==> src/rtl/serial_adder_ctrl_pkg.sv <==
// Shared state encodings and sizing helpers for the bit-serial adder controller.
package serial_adder_ctrl_pkg;

  typedef enum logic [1:0] {
    ST_IDLE = 2'd0,
    ST_ADD  = 2'd1,
    ST_HOLD = 2'd2
  } state_e;

  localparam int unsigned MAX_WIDTH = 32;

  // The counter must be able to hold WIDTH itself, not just WIDTH-1.
  function automatic int unsigned cnt_width(input int unsigned w);
    return $clog2(w + 1);
  endfunction

endpackage

==> src/rtl/serial_adder_ctrl_full_adder.sv <==
// One-bit full adder cell, the only arithmetic in the serial adder.
module full_adder (
  input  logic a,
  input  logic b,
  input  logic cin,
  output logic s,
  output logic cout
);

  assign s    = a ^ b ^ cin;
  assign cout = (a & b) | (cin & (a ^ b));

endmodule

==> src/rtl/serial_adder_ctrl.sv <==
// Bit-serial WIDTH-bit adder: operands are accepted once, then summed one bit per
// clock through a single full_adder cell, and the result is held until taken.
module serial_adder_ctrl
  import serial_adder_ctrl_pkg::*;
#(
  parameter int WIDTH = 8
) (
  input  logic             clk,
  input  logic             rst_n,
  input  logic             in_valid,
  output logic             in_ready,
  input  logic [WIDTH-1:0] a,
  input  logic [WIDTH-1:0] b,
  input  logic             cin,
  output logic             out_valid,
  input  logic             out_ready,
  output logic [WIDTH-1:0] sum,
  output logic             cout,
  output logic             busy
);

  localparam int CNT_W = cnt_width(WIDTH);
  localparam logic [CNT_W-1:0] LAST_BIT = CNT_W'(WIDTH - 1);

  state_e           state_q, state_d;
  logic [WIDTH-1:0] a_sh_q, a_sh_d;
  logic [WIDTH-1:0] b_sh_q, b_sh_d;
  logic [WIDTH-1:0] sum_sh_q, sum_sh_d;
  logic [WIDTH-1:0] sum_q, sum_d;
  logic [WIDTH-1:0] sum_shifted;
  logic [CNT_W-1:0] cnt_q, cnt_d;
  logic             carry_q, carry_d;
  logic             cout_q, cout_d;
  logic             in_ready_q, in_ready_d;
  logic             out_valid_q, out_valid_d;
  logic             busy_q, busy_d;
  logic             fa_s, fa_co;

  full_adder u_full_adder (
    .a    (a_sh_q[0]),
    .b    (b_sh_q[0]),
    .cin  (carry_q),
    .s    (fa_s),
    .cout (fa_co)
  );

  always_comb begin
    state_d  = state_q;
    a_sh_d   = a_sh_q;
    b_sh_d   = b_sh_q;
    sum_sh_d = sum_sh_q;
    sum_d    = sum_q;
    cnt_d    = cnt_q;
    carry_d  = carry_q;
    cout_d   = cout_q;

    // New sum bits enter at the MSB so the LSB-first result ends up aligned.
    sum_shifted            = sum_sh_q >> 1;
    sum_shifted[WIDTH-1]   = fa_s;

    case (state_q)
      ST_IDLE: begin
        if (in_valid && in_ready_q) begin
          a_sh_d  = a;
          b_sh_d  = b;
          carry_d = cin;
          cnt_d   = '0;
          state_d = ST_ADD;
        end
      end
      ST_ADD: begin
        a_sh_d   = a_sh_q >> 1;
        b_sh_d   = b_sh_q >> 1;
        sum_sh_d = sum_shifted;
        carry_d  = fa_co;
        cnt_d    = cnt_q + CNT_W'(1);
        if (cnt_q == LAST_BIT) begin
          sum_d   = sum_shifted;
          cout_d  = fa_co;
          state_d = ST_HOLD;
        end
      end
      ST_HOLD: begin
        if (out_ready) begin
          state_d = ST_IDLE;
        end
      end
      default: state_d = ST_IDLE;
    endcase

    in_ready_d  = (state_d == ST_IDLE);
    out_valid_d = (state_d == ST_HOLD);
    busy_d      = (state_d == ST_ADD) || (state_d == ST_HOLD);
  end

  always_ff @(posedge clk or negedge rst_n) begin
    if (!rst_n) begin
      state_q     <= ST_IDLE;
      a_sh_q      <= '0;
      b_sh_q      <= '0;
      sum_sh_q    <= '0;
      sum_q       <= '0;
      cnt_q       <= '0;
      carry_q     <= 1'b0;
      cout_q      <= 1'b0;
      in_ready_q  <= 1'b1;
      out_valid_q <= 1'b0;
      busy_q      <= 1'b0;
    end else begin
      state_q     <= state_d;
      a_sh_q      <= a_sh_d;
      b_sh_q      <= b_sh_d;
      sum_sh_q    <= sum_sh_d;
      sum_q       <= sum_d;
      cnt_q       <= cnt_d;
      carry_q     <= carry_d;
      cout_q      <= cout_d;
      in_ready_q  <= in_ready_d;
      out_valid_q <= out_valid_d;
      busy_q      <= busy_d;
    end
  end

  assign in_ready  = in_ready_q;
  assign out_valid = out_valid_q;
  assign busy      = busy_q;
  assign sum       = sum_q;
  assign cout      = cout_q;

endmodule

==> config.mk <==
export PLATFORM = sky130hd
export DESIGN_NAME = serial_adder_ctrl
export DESIGN_NICKNAME = d
export VERILOG_FILES = /design/src/rtl/serial_adder_ctrl_pkg.sv /design/src/rtl/serial_adder_ctrl_full_adder.sv /design/src/rtl/serial_adder_ctrl.sv
export SDC_FILE = /design/constraint.sdc
export NUM_CORES = 1
export LEC_CHECK = 0
export CAP_MARGIN = 5
export CORE_MARGIN = 1.5
export CORE_UTILIZATION = 32
export CTS_BUF_LIST = sky130_fd_sc_hd__clkbuf_2 sky130_fd_sc_hd__clkbuf_4 sky130_fd_sc_hd__clkbuf_8
export CTS_CLUSTER_DIAMETER = 30
export DETAILED_ROUTE_END_ITERATION = 10
export DONT_BUFFER_PORTS = 1
export GPL_ROUTABILITY_DRIVEN = 0
export PLACE_DENSITY = 0.44
export SETUP_SLACK_MARGIN = 0.15
export SYNTH_ARGS = -nofsm -noshare
export SYNTH_HDL_FRONTEND = slang
export SYNTH_SLANG_ARGS = --single-unit
==> constraint.sdc <==
create_clock -name clk -period 2.3 [get_ports clk]
set_input_delay 0.115 -clock clk [delete_from_list [all_inputs] [get_ports clk]]
set_output_delay 0.115 -clock clk [all_outputs]
set_load 0.01 [all_outputs]
After elaboration in Yosys (flattened, before gate mapping):

Cells that the tools add are included.

* eq/ne operators: 6
* mux-type cells: 12
* add/sub/neg operators: 1
* reductions and logical operators: 7
* bitwise gates (word level): 5

Operators with widths (count)
* $pmux W8 S2: 2
* $mux W8: 2
* $pmux W4 S2: 1
* $mux W2: 3
* $pmux W2 S3: 1
* $add A4 B1 Y4 const B: 1
* $eq A2 B1 Y1 const B: 2
* $eq A2 B2 Y1 const B: 2
* $eq A4 B3 Y1 const B: 1
* $logic_not A2 Y1: 2
* $mux W4: 1
* $reduce_and A2 Y1: 2
* $and A1 B1 Y1: 2
* $ne A2 B2 Y1 const B: 1
* $pmux W1 S2: 1
* $reduce_bool A2 Y1: 1
* $xor A1 B1 Y1: 2
* $logic_and A1 B1 Y1: 1
* $logic_or A1 B1 Y1: 1
* $mux W1: 1
* $or A1 B1 Y1: 1

* output and inout port bits: 12
* input bits: 21
* word-level logic and storage cells: 42
* register bits after elaboration: 43

Logic depth before layout (Yosys ltp):

Gate-level depths: netlist of run 1.

* word-level depth: 5
* depth in mapped cells: 7
* mapped depth without buffers: 5

Hierarchy:

A second synthesis of run 1 with hierarchy kept.

* cells, all modules: 152
* area total of the unflattened synthesis: 1891.8 µm²

Modules (own cells, without submodules)
* serial_adder_ctrl: cells each 151, sequential area each 1052.3 µm², area an instance 1871.8 µm², instances 1
* full_adder: cells each 1, sequential area each 0.0 µm², area an instance 20.0 µm², instances 1

Least setup slack after synthesis of run 1:

Ideal clock, no wire load.

* path kind: register -> register
* from: reg in_ready_q, in the netlist in_ready
* to: reg busy_q, in the netlist busy
* setup time: 0.126 ns
* cell stages (with the launch flop): 6
* period minus slack after synthesis: 1.506 ns
* buffers on the path: 1
* data required time: 2.174 ns
* path slack: 0.794 ns
* arrival time: 1.380 ns
* cell sequence: dfstp_2 > and2_1 > buf_2 > nand2b_1 > a21o_1 > ha_1

* word-level cells in the longest chain between the ends: 5
* elaborated cells between the ends (all ways): 6
* those cells by class: 2 x eq/ne; 2 x mux; 2 x reduce/logical

RTL lines
* start: declaration: line serial_adder_ctrl.sv:34 `logic in_ready_q, in_ready_d;`
* start signal: assignment: line serial_adder_ctrl.sv:118 `in_ready_q <= in_ready_d;`
* $logic_and A1 B1 Y1 *: line serial_adder_ctrl.sv:63 `if (in_valid && in_ready_q) begin`
* $mux W2 *: line serial_adder_ctrl.sv:63
* $pmux W2 S3 *: line serial_adder_ctrl.sv:61 `case (state_q)`
* $eq A2 B1 Y1 / $eq A2 B2 Y1 (equally long branches): line serial_adder_ctrl.sv:93 `busy_d = (state_d == ST_ADD) || (state_d == ST_HOLD);`
* $logic_or A1 B1 Y1 *: line serial_adder_ctrl.sv:93
* via busy_d: line serial_adder_ctrl.sv:36 `logic busy_q, busy_d;`
* end signal: assignment: line serial_adder_ctrl.sv:120 `busy_q <= busy_d;`
* end: declaration: line serial_adder_ctrl.sv:36

Mark *: on every way through the listed nets, which the timed path passes. The rest lies on a longest branch.
A chain may end at the register's enable or synchronous reset.

Final worst setup path of run 1:

* from: reg cnt_q[0]
* to: reg busy_q, in the netlist busy

* word-level cells in the longest chain between the ends: 5
* elaborated cells between the ends (all ways): 6
* those cells by class: 3 x eq/ne; 2 x mux; 1 x reduce/logical

RTL lines
* start: declaration: line serial_adder_ctrl.sv:31 `logic [CNT_W-1:0] cnt_q, cnt_d;`
* start signal: assignment: line serial_adder_ctrl.sv:115 `cnt_q <= cnt_d;`
* $eq A4 B3 Y1 *: line serial_adder_ctrl.sv:77 `if (cnt_q == LAST_BIT) begin`
* $mux W2 *: line serial_adder_ctrl.sv:77
* $pmux W2 S3 *: line serial_adder_ctrl.sv:61
* $eq A2 B1 Y1 / $eq A2 B2 Y1 (equally long branches): line serial_adder_ctrl.sv:93
* $logic_or A1 B1 Y1 *: line serial_adder_ctrl.sv:93
* via busy_d: line serial_adder_ctrl.sv:36

Marked as above.

==> results of run 1 <==
## worst min path at each step
stage / to / start / depth (start not counted) / slack, ns
after CTS: state_q[1] / out_ready / 2 / 0.07
after global placement: sum_sh_q[1] / rst_n / 0 / -0.18
after global routing: state_q[1] / out_ready / 2 / 0.07
after detailed placement: busy / rst_n / 0 / -0.18
final: state_q[1] / out_ready / 2 / 0.08
after floorplan: a_sh_q[0] / rst_n / 0 / -0.18
## layout make-up
| cell class | instances | area, um2 | area share |
|---|---|---|---|
| clock buffer | 5 | 68.8 | 0.0322 |
| clock inverter | 3 | 25.0 | 0.0117 |
| inverter | 1 | 3.75 | 0.00176 |
| multi-input combinational | 95 | 832 | 0.390 |
| sequential | 42 | 1050 | 0.493 |
| tap | 75 | 93.8 | 0.0439 |
| timing repair buffer | 5 | 60.1 | 0.0281 |
## layer usage
layer  global-route usage  wire (um)  vias up
li1                     -          -      542
met4               0.0695        108        0
met5                    0          0        -
met3               0.0344        156       12
met2                0.193       1800       29
met1                0.165       1720      571
## Yosys cell counts (all sizes together)
library cell	instances
nand3	1
a21oi	4
buf	10
dfrtp	41
ha	3
nor3	1
o2bb2ai	15
nand3b	1
a221o	1
nand2b	2
clkbuf	2
a22o	2
inv	1
mux2	18
nor2b	15
o21ai	2
and4b	2
dfstp	1
a21o	2
fa	1
o21bai	1
nor2	3
and2	2
a22oi	15
nand2	4
## power breakdown
group	internal [mW]	leakage [nW]	switching (mW)	total [mW]
clock	0.219	0.0447	0.280	0.499
combinational	0.531	0.338	0.499	1.03
sequential	1.06	0.537	0.278	1.34
## registers in the layout (all words and copies together), names as in the netlist, 2 cells and up
name	cells
sum	8
state_q	2
sum_sh_q	7
b_sh_q	8
cnt_q	4
a_sh_q	8
## cells by family after synthesis
| group | after synthesis | synth area share |
|---|---|---|
| adders and majority gates | 4 | 0.0290 |
| buffers and inverters | 13 | 0.0504 |
| DFF | 42 | 0.530 |
| and+or+nand+nor | 31 | 0.104 |
| muxes | 18 | 0.117 |
| AOI/OAI and AO/OA | 42 | 0.169 |
## timing repair
action	4_1_cts	5_1_grt
hold buffers	2	0
endpoints found under the hold margin	42	0
buffers inserted	0	0
resized for setup	0	0
==> results.py, run 1 <==
metrics = {
    "grt": {
        "grt_pass1_wl_um": 6300,
        "grt_pass1_vias": 1248,
        "grt.total_usage": 0.127,
        "grt_max_degree": 43,
        "antenna_found_initial": 0,
        "overflow": 0,
    },
    "clock_network": {
        "cts-root-buf": "clkbuf_8",
        "htree_levels": 2,
        "worstSkewPairLatency_ns": 0.30,
        "cts.clk_slew.worst_paths_ns": 0.09,
        "clockBufferDepth": 2,
        "cts_sinks": 42,
        "cts_tree": "yes",
        "cts_buffers": 5,
    },
    "placement": {
        "dp.final_hpwl_um": 2420,
        "pre_cts_ws_ns": 0.734,
        "portBuffers": 0,
        "placed_cell_area_um2": 2000,
        "placedCellCount": 216,
    },
    "die": {
        "design.core.area_um2": 5960,
        "fp.dieH_um": 81.8,
        "rows": 28,
        "die_x_um": 81.8,
        "io_pins": 33,
        "dieArea_um2": 6680,
        "start_util": 0.333,
    },
    "worst_setup_path": {
        "cp.required_ns": 2.48,
        "max_stage_delay_ns": 0.42,
        "crit_cells": 5,
        "r2r-end": "busy",
        "cp_slowest_cell": "dfrtp_1",
        "reg2reg_from": "cnt_q[0]",
        "crit_type": "flop to flop",
        "critPathMaxFanout": 3,
        "cp_num_buf_inv": 0,
        "cp.arrival_ns": 1.76,
        "path_common_cell": "ha_1",
        "cp-end-kind": "flop",
        "reg2reg_depth": 5,
        "worstPathCellList": "ha_1 > nand3b_1 > nand2_1 > a21o_1 > ha_1",
        "rrSetupSlack_ns": 0.72,
        "cp-startpoint": "cnt_q[0]",
        "startpoint_type": "flop",
        "cpLargestDelayFamily": "adder cells",
        "crit_path_end": "busy",
    },
    "sta": {
        "hold_viol_final": 0,
        "fmax_ghz": 0.634,
        "setup_viol": 0,
        "slew_headroom": 0.664,
        "fin_crit_sh": 0.686,
        "min_period_ns": 1.58,
        "skew_ns": 0.0110,
        "final.setup.worst_slack_ns": 0.722,
        "tns_ns": 0,
        "drv_slew": 0,
        "rsz0062_at_grt": "no",
        "tightest_slew_ns": 0.503,
        "hold_slack_ns": 0.0761,
    },
    "synth": {
        "synthDistinctLibCells": 31,
        "ys_warn_count": 0,
        "synthTopCellsByArea": "dfrtp_1 52%, o2bb2ai_1 6.6%, mux2_4 6.1%",
        "syn-cell-area_um2": 1980,
        "synth.net_count": 175,
        "syn_inst": 150,
        "synth_seq_area_share": 0.530,
        "syn_avg_cell_area_um2": 13.2,
        "synth_top_area_share": 0.517,
        "ys_ff_latch": 42,
        "synth_top_area_cell": "dfrtp_1",
    },
    "cells_and_area": {
        "syn2layout_area_growth_pct": 7.63,
        "fin_util": 0.359,
        "final_cell_mix": "41 x dfrtp_1, 15 x nor2b_1, 15 x a22oi_1, 15 x o2bb2ai_1, 10 x mux2_2",
        "post_route_cells_drive_above_1_share": 0.225,
        "antennaDiodeCount": 0,
        "finalNonFillerCells": 226,
        "layout_commonest_cell": "dfrtp_1",
        "fillers": 604,
        "fin_nets": 175,
        "design_area_um2": 2140,
    },
    "route": {
        "ant_nets": 0,
        "drtIter0Drc": 40,
        "vias": 1154,
        "drc": 0,
        "finalWirelength_um": 3780,
        "first_pass_iters": 4,
        "via_per_inst": 5.11,
        "post_drt_wl_per_cell_um": 16.7,
    },
    "hold_path": {
        "hold_path.class": "input pin to flop",
    },
    "flow_run": {
        "drv_cap": 0,
    },
    "run_status": {
        "status": "complete, no violations",
    },
    "power": {
        "vdd_ir_drop_max_uv": 422,
        "p_leak_nw": 0.920,
        "fin_total_pwr_mw": 2.87,
        "p_per_area_nw_per_um2": 1340,
    },
}
Note: power is estimated with default switching activity, not from simulation.
==> inputs of run 2 (changes only) <==
Settings changed: ABC_AREA from default to 1.
Clock period 2.3 ns to 1.6 ns, I/O delays scaled along.
==> run 2 against run 1 <==
  * Clock power increased by 66%
  * First-iteration DRC count increased by 75%
  * Final cell count increased by 47%
  * Global-route usage increased by 1.4 points
  * Count of clock-buffer cells in the layout unchanged
  * Synthesized cell count increased by 57%
  * Final area increased by 10%
  * Critical path type unchanged
  * Non-clock buffer count increased by 20
  * Sequential share of layout area decreased by 4.5 points
  * Largest power group unchanged
  * Power increased by 57%
  * Highest routed layer unchanged
==> results.py, run 2 <==
metrics = {
    "cells_and_area": {
        "fin_nets": 281,
        "post_route_cells_drive_above_1_share": 0.140,
        "syn2layout_area_growth_pct": 19.3,
        "final_cell_mix": "106 x nand2_1, 42 x nand3_1, 41 x dfrtp_1, 14 x dlygate4sd3_1, 10 x buf_4",
        "antennaDiodeCount": 0,
        "layout_commonest_cell": "nand2_1",
        "finalNonFillerCells": 332,
    },
    "hold_path": {
        "holdPathEnd": "a_sh_q[2]",
        "hold_path.class": "input pin to flop",
        "hp-start": "a[2]",
        "hold_depth": 4,
    },
    "grt": {
        "grt_pass1_vias": 1555,
        "grt.total_usage": 0.142,
        "grt_max_degree": 43,
        "antenna_found_initial": 0,
        "grt_pass1_wl_um": 7070,
        "overflow": 0,
    },
    "route": {
        "post_drt_wl_per_cell_um": 12.6,
        "drtIter0Drc": 70,
        "ant_nets": 0,
        "drc": 0,
        "first_pass_iters": 4,
        "vias": 1518,
        "via_per_inst": 4.57,
        "finalWirelength_um": 4170,
    },
    "sta": {
        "drv_slew": 0,
        "skew_ns": 0.00330,
        "rsz0062_at_grt": "no",
        "fmax_ghz": 0.715,
        "hold_viol_final": 0,
        "fin_crit_sh": 0.874,
        "slew_headroom": 0.788,
        "tightest_slew_ns": 0.319,
        "tns_ns": 0,
        "setup_viol": 0,
        "min_period_ns": 1.40,
    },
    "synth": {
        "syn-cell-area_um2": 1970,
        "ys_ff_latch": 42,
        "async_flop_share": 1.00,
        "synth_top_area_cell": "dfrtp_1",
        "synth.net_count": 261,
        "synthDistinctLibCells": 19,
        "synth_enable_flop_cells": 0,
        "synth_ff_type": "dfrtp_1",
        "synth_commonest_cells": "108 x nand2_1, 42 x nand3_1, 41 x dfrtp_1",
        "syn_avg_cell_area_um2": 8.35,
        "ys_warn_count": 0,
        "synthTopCellsByArea": "dfrtp_1 52%, nand2_1 21%, nand3_1 11%",
        "synth_seq_area_share": 0.534,
        "synth_top_area_share": 0.521,
        "syn_inst": 236,
        "synthMostInstantiatedCell": "nand2_1",
    },
    "clock_network": {
        "cts_buffers": 5,
        "cts-root-buf": "clkbuf_8",
        "cts.clk_slew.worst_paths_ns": 0.08,
        "clockBufferDepth": 2,
        "htree_levels": 2,
        "cts_tree": "yes",
        "cts_sinks": 42,
        "worstSkewPairLatency_ns": 0.29,
    },
    "worst_setup_path": {
        "cp.arrival_ns": 1.58,
        "cp.required_ns": 1.78,
        "reg2reg_from": "cnt_q[1]",
        "r2r-end": "busy",
        "startpoint_type": "flop",
        "critPathMaxFanout": 4,
        "crit_type": "flop to flop",
        "reg2reg_depth": 7,
        "rrSetupSlack_ns": 0.20,
        "cp-end-kind": "flop",
    },
    "placement": {
        "dp.final_hpwl_um": 2630,
        "portBuffers": 0,
        "placedCellCount": 308,
    },
    "power": {
        "p_seq_frac": 0.419,
        "p_int_mw": 2.69,
        "p_per_area_nw_per_um2": 1910,
        "p_switching_mw": 1.82,
        "fin_total_pwr_mw": 4.50,
        "p_leak_nw": 1.24,
        "vdd_ir_drop_max_uv": 689,
        "switching_share": 0.403,
        "clock_power_share": 0.184,
        "combPwrFrac": 0.397,
    },
    "die": {
        "start_util": 0.333,
        "design.core.area_um2": 5920,
        "rows": 28,
        "dieArea_um2": 6640,
        "die_x_um": 81.5,
        "io_pins": 33,
        "fp.dieH_um": 81.5,
    },
    "flow_run": {
        "drv_cap": 0,
    },
    "run_status": {
        "status": "complete, no violations",
    },
}
-- run 2: changes by cell type after synthesis, sizes merged, moves of 4 or more --
cell,previous run,this run
a21oi,4,0
a22oi,15,0
inv,1,10
mux2,18,0
nand2,4,112
nand3,1,42
nor2b,15,0
o21ai,2,7
o2bb2ai,15,0
-- run 2: timing repair --
action                                  4_1_cts  5_1_grt
buffers inserted                              0        1
resized for setup                             2        7
hold endpoints to repair                     55        0
pin swaps                                     0        3
hold buffers                                 15        0
endpoints found under the setup margin        1        1
-- run 2: worst max-delay path, stage by stage, from the launching register on --
cell	delay, ns
dfrtp_1	0.41
ha_2	0.22
nand2_2	0.08
nor2_4	0.16
nand2_4	0.07
nand2_4	0.06
inv_2	0.03
ha_1	0.25
-- run 2: power groups by stage --
stage | clock, mW | sequential, mW | combinational [mW]
3_5_place_dp | 0 | 1.90 | 1.71
2_1_floorplan | 0 | 1.83 | 1.47
5_1_grt | 0.910 | 1.96 | 2.10
3_3_place_gp | 0 | 1.89 | 1.71
6_report | 0.829 | 1.89 | 1.79
4_1_cts | 0.867 | 1.89 | 1.78
-- run 2: final cells by class --
type / instances / area (um2)
clock inverters: 3 / 40.0
flip-flops and latches: 42 / 1050
multi-input cells: 172 / 816
fillers: 614 / 3570
clock buffers: 5 / 68.8
well taps: 75 / 93.8
repair buffers: 25 / 243
inverters: 10 / 37.5
-- run 2: logic make-up after synthesis --
family,count (synthesis),synth area share
AND/OR/NAND/NOR,161,0.355
flip-flops,42,0.534
buffers and inverters,22,0.0641
AO/OA/AOI/OAI,7,0.0178
adder cells (fa/ha/maj),4,0.0292
-- run 2: per-layer routing --
layer / wire [um] / vias to the layer above / global-route usage
li1: - / 780 / -
met1: 2010 / 704 / 0.183
met2: 1940 / 30 / 0.223
met3: 172 / 4 / 0.0456
met4: 43 / 0 / 0.0466
met5: 0 / - / 0
-- run 2: worst max-delay path by stage --
stage | from | to | slack [ns] | cells past startpoint
global route | cnt_q[1] | busy | 0.13 | 7
CTS | cnt_q[1] | busy | 0.16 | 6
global placement | cnt_q[1] | busy | 0.1 | 6
finish | cnt_q[1] | busy | 0.20 | 7
detailed placement | cnt_q[1] | busy | 0.09 | 6
floorplan | cnt_q[0] | busy | 0.18 | 7
-- run 2: metrics by stage --
step | util | worst slack (ns) | hold slack, ns | cell area (um2)
after floorplan | - | 0.185 | -0.216 | 1970
after global placement | 0.345 | 0.0987 | -0.215 | 2040
after detailed placement | 0.345 | 0.0873 | -0.215 | 2040
after CTS | 0.392 | 0.157 | 0.000408 | 2320
after global routing | 0.397 | 0.133 | 0.0338 | 2350
final | 0.397 | 0.201 | 0.00344 | 2350
